[src/rtl/ext_pkg.sv]
// ext_pkg: shared definitions for the pipelined immediate extender.
//   MODE_W      - width of the mode select
//   EXT_OUT_W   - result width carried by ext_item_t
//   EXT_*       - mode codes (code 7 is illegal and flags out_err)
//   ext_item_t  - {err, data} payload held in the output and skid registers
package ext_pkg;

  localparam int MODE_W    = 3;
  localparam int EXT_OUT_W = 32;

  localparam logic [MODE_W-1:0] EXT_SIGN  = 3'd0;
  localparam logic [MODE_W-1:0] EXT_ZERO  = 3'd1;
  localparam logic [MODE_W-1:0] EXT_UPPER = 3'd2;
  localparam logic [MODE_W-1:0] EXT_WOFF  = 3'd3;
  localparam logic [MODE_W-1:0] EXT_BSIGN = 3'd4;
  localparam logic [MODE_W-1:0] EXT_BZERO = 3'd5;
  localparam logic [MODE_W-1:0] EXT_BROFF = 3'd6;

  typedef struct packed {
    logic                 err;
    logic [EXT_OUT_W-1:0] data;
  } ext_item_t;

endpackage

[src/rtl/ext_core.sv]
// ext_core: combinational mode mux that extends / positions an IN_W-bit field
// to OUT_W bits.
//   mode_i   [MODE_W] - extension mode (ext_pkg codes)
//   data_i   [IN_W]   - raw field
//   result_o [OUT_W]  - extended result (0 for an illegal mode)
//   err_o             - 1 when mode_i is not a legal code
module ext_core
  import ext_pkg::*;
#(
  parameter int IN_W  = 16,
  parameter int OUT_W = 32
) (
  input  logic [MODE_W-1:0] mode_i,
  input  logic [IN_W-1:0]   data_i,
  output logic [OUT_W-1:0]  result_o,
  output logic              err_o
);

  localparam int E = OUT_W - IN_W;

  logic [OUT_W-1:0] sext_s;
  logic [OUT_W-1:0] zext_s;

  assign sext_s = {{E{data_i[IN_W-1]}}, data_i};
  assign zext_s = {{E{1'b0}}, data_i};

  // Mode mux; word-offset modes drop the bits shifted past OUT_W.
  always_comb begin
    result_o = '0;
    err_o    = 1'b0;
    case (mode_i)
      EXT_SIGN:  result_o = sext_s;
      EXT_ZERO:  result_o = zext_s;
      EXT_UPPER: result_o = {data_i, {E{1'b0}}};
      EXT_WOFF:  result_o = zext_s << 2;
      EXT_BSIGN: result_o = {{(OUT_W-8){data_i[7]}}, data_i[7:0]};
      EXT_BZERO: result_o = {{(OUT_W-8){1'b0}}, data_i[7:0]};
      EXT_BROFF: result_o = sext_s << 2;
      default: begin
        result_o = '0;
        err_o    = 1'b1;
      end
    endcase
  end

endmodule

[src/rtl/ext_unit_pipe.sv]
// ext_unit_pipe: pipelined immediate extender with valid/ready on both sides,
// a registered output stage and a one-entry skid buffer. in_ready depends only
// on the skid state and rst, never on out_ready.
//   clk, rst (sync, active-high)
//   in_valid/in_ready/in_mode/in_data    - producer side
//   out_valid/out_ready/out_data/out_err - consumer side
// Build option EXT_PERF_CNT_EN adds acc_cnt (accepted items), stall_cnt
// (cycles with out_valid && !out_ready) and sticky err_seen (illegal mode
// accepted since the last rst).
module ext_unit_pipe
  import ext_pkg::*;
#(
  parameter int IN_W  = 16,
  parameter int OUT_W = 32
) (
  input  logic              clk,
  input  logic              rst,
  input  logic              in_valid,
  output logic              in_ready,
  input  logic [MODE_W-1:0] in_mode,
  input  logic [IN_W-1:0]   in_data,
  output logic              out_valid,
`ifdef EXT_PERF_CNT_EN
  output logic [31:0]       acc_cnt,
  output logic [31:0]       stall_cnt,
  output logic              err_seen,
`endif
  input  logic              out_ready,
  output logic [OUT_W-1:0]  out_data,
  output logic              out_err
);

  // ext_item_t fixes the carried width, so OUT_W must match it.
  if (IN_W < 8 || IN_W >= OUT_W || OUT_W != EXT_OUT_W) begin : g_bad_params
    $fatal(1, "ext_unit_pipe: illegal IN_W/OUT_W combination");
  end

  ext_item_t out_q, out_d;
  ext_item_t skid_q, skid_d;
  logic      out_valid_q, out_valid_d;
  logic      skid_valid_q, skid_valid_d;
  ext_item_t new_s;
  logic      accept_s;
  logic      drain_s;

  ext_core #(
    .IN_W  (IN_W),
    .OUT_W (OUT_W)
  ) u_core (
    .mode_i   (in_mode),
    .data_i   (in_data),
    .result_o (new_s.data),
    .err_o    (new_s.err)
  );

  assign in_ready = !skid_valid_q && !rst;
  assign accept_s = in_valid && in_ready;
  assign drain_s  = out_valid_q && out_ready;

  // Output/skid steering. While the skid is full in_ready is low, so a drain
  // in that state never coincides with an accept.
  always_comb begin
    out_d        = out_q;
    out_valid_d  = out_valid_q;
    skid_d       = skid_q;
    skid_valid_d = skid_valid_q;
    if (drain_s) begin
      if (skid_valid_q) begin
        out_d        = skid_q;
        skid_valid_d = 1'b0;
      end else if (accept_s) begin
        out_d = new_s;
      end else begin
        out_valid_d = 1'b0;
      end
    end else if (!out_valid_q) begin
      if (accept_s) begin
        out_d       = new_s;
        out_valid_d = 1'b1;
      end else begin
        out_valid_d = 1'b0;
      end
    end else begin
      if (accept_s) begin
        skid_d       = new_s;
        skid_valid_d = 1'b1;
      end else begin
        skid_valid_d = skid_valid_q;
      end
    end
  end

  // Pipeline state; rst discards anything in flight.
  always_ff @(posedge clk) begin
    if (rst) begin
      out_q        <= '0;
      skid_q       <= '0;
      out_valid_q  <= 1'b0;
      skid_valid_q <= 1'b0;
    end else begin
      out_q        <= out_d;
      skid_q       <= skid_d;
      out_valid_q  <= out_valid_d;
      skid_valid_q <= skid_valid_d;
    end
  end

  assign out_valid = out_valid_q;
  assign out_data  = out_q.data;
  assign out_err   = out_q.err;

`ifdef EXT_PERF_CNT_EN
  logic [31:0] acc_cnt_q;
  logic [31:0] stall_cnt_q;
  logic        err_seen_q;

  // Throughput / stall counters (wrap naturally) and sticky illegal-mode flag.
  always_ff @(posedge clk) begin
    if (rst) begin
      acc_cnt_q   <= 32'd0;
      stall_cnt_q <= 32'd0;
      err_seen_q  <= 1'b0;
    end else begin
      if (accept_s) begin
        acc_cnt_q <= acc_cnt_q + 32'd1;
      end
      if (out_valid_q && !out_ready) begin
        stall_cnt_q <= stall_cnt_q + 32'd1;
      end
      if (accept_s && new_s.err) begin
        err_seen_q <= 1'b1;
      end
    end
  end

  assign acc_cnt   = acc_cnt_q;
  assign stall_cnt = stall_cnt_q;
  assign err_seen  = err_seen_q;
`else
  // Performance counters are not built in this configuration.
`endif

endmodule

[config.mk]
export PLATFORM = sky130hd
export DESIGN_NAME = ext_unit_pipe
export DESIGN_NICKNAME = d
export VERILOG_FILES = /design/src/rtl/ext_pkg.sv /design/src/rtl/ext_core.sv /design/src/rtl/ext_unit_pipe.sv
export SDC_FILE = /design/constraint.sdc
export NUM_CORES = 1
export LEC_CHECK = 0
export BUFFER_PORTS_ARGS = -buffer_cell sky130_fd_sc_hd__buf_2
export CAP_MARGIN = 10
export CORE_ASPECT_RATIO = 0.7
export CORE_MARGIN = 2
export CORE_UTILIZATION = 57
export CTS_CLUSTER_DIAMETER = 150
export DETAILED_ROUTE_END_ITERATION = 8
export GPL_TIMING_DRIVEN = 0
export PLACE_DENSITY_LB_ADDON = 0.08
export SETUP_SLACK_MARGIN = 0.02
export SYNTH_ARGS = -nofsm -noshare
export SYNTH_HDL_FRONTEND = slang
export SYNTH_HIERARCHICAL = 1
export SYNTH_SLANG_ARGS = --single-unit
[constraint.sdc]
create_clock -name clk -period 2 [get_ports clk]
set_input_delay 0.2 -clock clk [delete_from_list [all_inputs] [get_ports clk]]
set_output_delay 0.2 -clock clk [all_outputs]
set_load 0.05 [all_outputs]
Word-level counts from Yosys, hierarchy flattened
Cells that the tools add are included.
W data, S select, Z words.
{"block": "word_totals", "reg_bits": 68, "in_bits": 23, "out_inout_bits": 35, "elab_cells": 38}
{"block": "classes", "eq_ne": 9, "n_mux": 11, "bitwise": 1, "reduce_logical": 11}
{"operator": "$pmux W32 S7", "n": 1}
{"operator": "$mux W33", "n": 4}
{"operator": "$eq A3 B3 Y1 const B", "n": 3}
{"operator": "$reduce_or A7 Y1", "n": 1}
{"operator": "$eq A3 B2 Y1 const B", "n": 2}
{"operator": "$mux W1", "n": 6}
{"operator": "$ne A2 B2 Y1 const B", "n": 2}
{"operator": "$reduce_and A2 Y1", "n": 2}
{"operator": "$eq A3 B1 Y1 const B", "n": 1}
{"operator": "$logic_and A1 B1 Y1", "n": 3}
{"operator": "$logic_not A3 Y1", "n": 1}
{"operator": "$reduce_and A3 Y1", "n": 1}
{"operator": "$logic_not A1 Y1", "n": 2}
{"operator": "$ne A2 B1 Y1 const B", "n": 1}
{"operator": "$reduce_or A2 Y1", "n": 1}
{"operator": "$not A1 Y1", "n": 1}

Longest topological paths before layout
{"block": "depth", "word_depth": 6, "mapped_depth": 9, "mapped_depth_nobuf": 6}

Hierarchy
The synthesis kept the hierarchy.
{"mod": "ext_unit_pipe", "n_inst": 1, "cells_per_inst": 381, "area_per_inst_um2": 2897.8, "seq_area_each_um2": 1361.3}
{"mod": "ext_core", "n_inst": 1, "cells_per_inst": 109, "area_per_inst_um2": 733.2, "seq_area_each_um2": 0.0}

Worst setup path after synthesis
OpenSTA, ideal clock, no wires.
{"block": "synth_timing", "kind": "register -> register", "start": "reg out_valid_q (netlist: out_valid)", "end": "reg skid_q[10] (netlist name)", "setup_ns": 0.132, "arrival_time_ns": 1.532, "required_time_ns": 1.868, "path_slack_ns": 0.336, "stages_incl_launch_ff": 6, "path_buffers": 2, "synth_period_minus_slack_ns": 1.664, "cell_sequence": "dfxtp_1 -> clkbuf_1 -> nand3_1 -> clkbuf_1 -> nand2_1 -> a21oi_1"}
{"block": "synth_via", "elab_chain_cells": 3}
{"item": "start, declared", "line_no": "ext_unit_pipe.sv:40", "rtl": "logic out_valid_q, out_valid_d;"}
{"item": "start signal, assigned", "line_no": "ext_unit_pipe.sv:103", "rtl": "out_valid_q <= out_valid_d;"}
{"item": "$logic_and A1 B1 Y1", "line_no": "ext_unit_pipe.sv:58", "rtl": "assign drain_s = out_valid_q && out_ready;"}
{"item": "$not A1 Y1 (no source line)"}
{"item": "$reduce_and A3 Y1 (no source line) *"}
{"item": "end signal, assigned", "line_no": "ext_unit_pipe.sv:102", "rtl": "skid_q <= skid_d;"}
{"item": "end, declared", "line_no": "ext_unit_pipe.sv:39", "rtl": "ext_item_t skid_q, skid_d;"}
Mark *: on every way between the ends. The rest lies on a longest branch, timed or not.
A chain may end at the register's enable or synchronous reset.

Worst setup path in the final report
{"block": "layout_timing", "start": "reg skid_valid_q", "end": "reg out_q (netlist bit out_data[28])"}
{"block": "layout_via", "elab_chain_cells": 6, "elab_cells_between_ends": 7, "cone_classes": "4 x mux; 3 x reduce/logical"}
{"item": "start, declared", "line_no": "ext_unit_pipe.sv:41", "rtl": "logic skid_valid_q, skid_valid_d;"}
{"item": "start signal, assigned", "line_no": "ext_unit_pipe.sv:104", "rtl": "skid_valid_q <= skid_valid_d;"}
{"item": "$logic_not A1 Y1", "line_no": "ext_unit_pipe.sv:56", "rtl": "assign in_ready = !skid_valid_q && !rst;"}
{"item": "$logic_and A1 B1 Y1", "line_no": "ext_unit_pipe.sv:56"}
{"item": "$logic_and A1 B1 Y1", "line_no": "ext_unit_pipe.sv:57", "rtl": "assign accept_s = in_valid && in_ready;"}
{"item": "$mux W33"}
{"item": "$mux W33, on equally long branches"}
{"item": "$mux W33 *", "line_no": "ext_unit_pipe.sv:67", "rtl": "if (drain_s) begin"}
{"item": "end signal, assigned", "line_no": "ext_unit_pipe.sv:101", "rtl": "out_q <= out_d;"}
{"item": "end, declared", "line_no": "ext_unit_pipe.sv:38", "rtl": "ext_item_t out_q, out_d;"}
Mark *: on every way between the ends. The rest lies on a longest branch, timed or not. The select of a mux whose other input is x is not followed.

==> metrics.cfg <==
[clock_tree]
worstSkewPairLatency_ps = 350
cts_tree = yes
post_cts_buffers = 0
numCtsBuffers = 9
htreeDepth = 3
clock_path_buffers = 2
clock_sinks = 68
root_buffer = clkbuf_8
cts.clk_slew.worst_paths_ps = 80
hold_buffers = 0
ctsResizeCount = 0

[critical_path]
slowest_delay_ps = 590
setup.worst_path.start = skid_valid_q
arrival_ps = 2120
path_delay_family = compound AO/OA/AOI/OAI gates
reg2reg_from = skid_valid_q
cp-end-kind = register
timing.critical_path.buf_inv = 1
crit_chain = nor3b_4, o2bb2ai_1, buf_2, nand2_1, a21oi_1
worst_path_max_delay_cell = o2bb2ai_1
cp-start-kind = register
cp_max_fo = 10
crit_type = register to register
crit_required_ps = 2270

[detailed_routing]
vias = 3799
wire_per_inst_um = 16.2
wirelength_mm = 10.3
drt-initial-drc-count = 347
avgViaCountPerCell = 5.95
ant_nets = 0
drc = 0
dr.pass1.iters = 5

[global_route]
antenna_found_initial = 0
grt_remaining_overflow = 0
grt_usage_pct = 29.5
grt_pass1_vias = 3399
grt_pass1_wl_mm = 16.5
grt_max_degree = 14

[power]
seqPwrFrac_pct = 43.0
switchingPower_w = 0.00100
p_int_w = 0.00228
powerDensity_mw_per_mm2 = 779
design_power_total_w = 0.00329
swShare_pct = 30.5
vdd_drop_max_uv = 588
clock_power_share_pct = 38.3
cellLeakagePower_nw = 1.68
comb_power_share_pct = 18.8

[floorplan]
coreArea_sq_mm = 0.00619
die_x_um = 99.4
dieArea_sq_mm = 0.00703
rows = 24
die_h_um = 70.8
io_pins = 58
start_util_pct = 58.7

[final_layout]
drive_gt1_share_pct = 19.3
multiInputGateArea_sq_mm = 0.00200
ff_latch_area_sq_mm = 0.00136
utilization_pct = 68.2
nets = 578
antenna_cells = 0
fin_cells = 638
fillers = 556
area_growth_pct = 16.3

[job]
drv_cap = 0

[synth]
ys_ff_latch = 68
synth_fp_nets = 513
seq_area_frac_synth_pct = 37.5
avgSynthCellArea_sq_um = 7.41
synthesis.area_sq_mm = 0.00363
yosysWarnings = 6
synth_cell_types = 31
synthCells = 490

[sta]
timing.hold.ws_ps = 130
fin_worst_skew_ps = 4.14
rsz0062_at_grt = no
setup_viol = 0
post-route-period-util_pct = 92.7
period_needed_ps = 1850
hold_viol_final = 0
setup_tns_ps = 0
tightestPinTransition_ps = 695
max_freq_mhz = 540
finalMaxSlewViolations = 0
max_slew_margin_pct = 53.7

[placed_design]
gp_congestion = 0.931
dp.cells = 622
numPortBuffers = 54
hpwl_mm = 7.47

[outcome]
status = complete, no violations

[hold_path]
worstHoldPathType = primary input to register
worstHoldStart = in_valid

[layout make-up]
cell class | count | area share (%)
Sequential cell | 68 | 32.2
Timing Repair Buffer | 54 | 6.40
Clock inverter | 7 | 2.34
Inverter | 3 | 0.267
Multi-Input combinational cell | 369 | 47.4
Buffer | 50 | 6.08
Tap cell | 78 | 2.31
Clock buffer | 9 | 2.93
[synth_stat cells, drive strengths merged]
library cell	n	area, sq um
xor2	1	8.76
nand3	2	10.0
buf	27	170
clkbuf	23	86.3
nor3b	1	18.8
and2	2	12.5
dfxtp	68	1360
mux2i	4	40.0
a211oi	1	7.51
a21bo	1	10.0
and3	3	18.8
mux2	1	11.3
a21oi	121	643
o21ai	36	180
xnor2	1	8.76
a21o	52	390
a221oi	7	61.3
inv	3	11.3
o2bb2ai	6	52.6
nor2b	3	18.8
nor3	1	5.00
nand3b	2	15.0
nand2	116	435
nand2b	3	26.3
nor2	3	11.3
a211o	1	8.76
o211ai	1	7.51
[power by group through the flow]
stage	combinational [W]	clock [W]	sequential, W
floorplan	0.000330	0	0.00155
global placement	0.000595	0	0.00144
detailed placement	0.000604	0	0.00144
CTS	0.000608	0.00127	0.00141
global route	0.000664	0.00131	0.00142
finish	0.000617	0.00126	0.00141
[registers in the layout (all words and copies together), names as in the netlist]
name / cells
out_data: 32
out_err: 1
out_valid: 1
skid_q: 33
skid_valid_q: 1
[cell families after synthesis]
logic type | Yosys count | synth area share [%]
xor gates and xnor gates | 2 | 0.483
buffers and inverters | 53 | 7.37
AOI/OAI and AO/OA | 226 | 37.5
DFF | 68 | 37.5
and+or+nand+nor | 136 | 15.7
muxes | 5 | 1.41
[worst min-delay path, stage by stage]
cell and delay (ps):
buf_2 110, nand2_1 60, a21oi_1 60
[routing by layer]
metal	routed length, um	vias up	global-route usage [%]
met3	902	13	6.42
met1	4690	1786	41.0
li1	-	1829	-
met5	0	-	0
met4	110	0	7.91
met2	4630	171	46.7
[cell usage in the layout, fill, tap and decap left out, drive strengths merged, types with 4 or more instances in the layout]
cell | netlist | routed
buf | 27 | 81
a221oi | 7 | 7
mux2i | 4 | 4
dfxtp | 68 | 68
a21oi | 121 | 121
o2bb2ai | 6 | 6
clkbuf | 23 | 32
o21ai | 36 | 36
inv | 3 | 4
nand2 | 116 | 116
a21o | 52 | 52
[through the flow]
step / area [sq um] / worst slack, ps
3_5_place_dp: 4000 / 172
3_3_place_gp: 4000 / 232
4_1_cts: 4220 / 152
6_report: 4220 / 146
2_1_floorplan: 3630 / 336
5_1_grt: 4220 / 48.6
[worst paths after layout]
check | end | slack [ps] | cells past startpoint
max reg2reg | out_data[28] | 150 | 5
max | out_data[28] | 150 | 5
min | out_valid | 130 | 3
min reg2reg | out_err | 450 | 2
(Power assumes the default switching activity.)
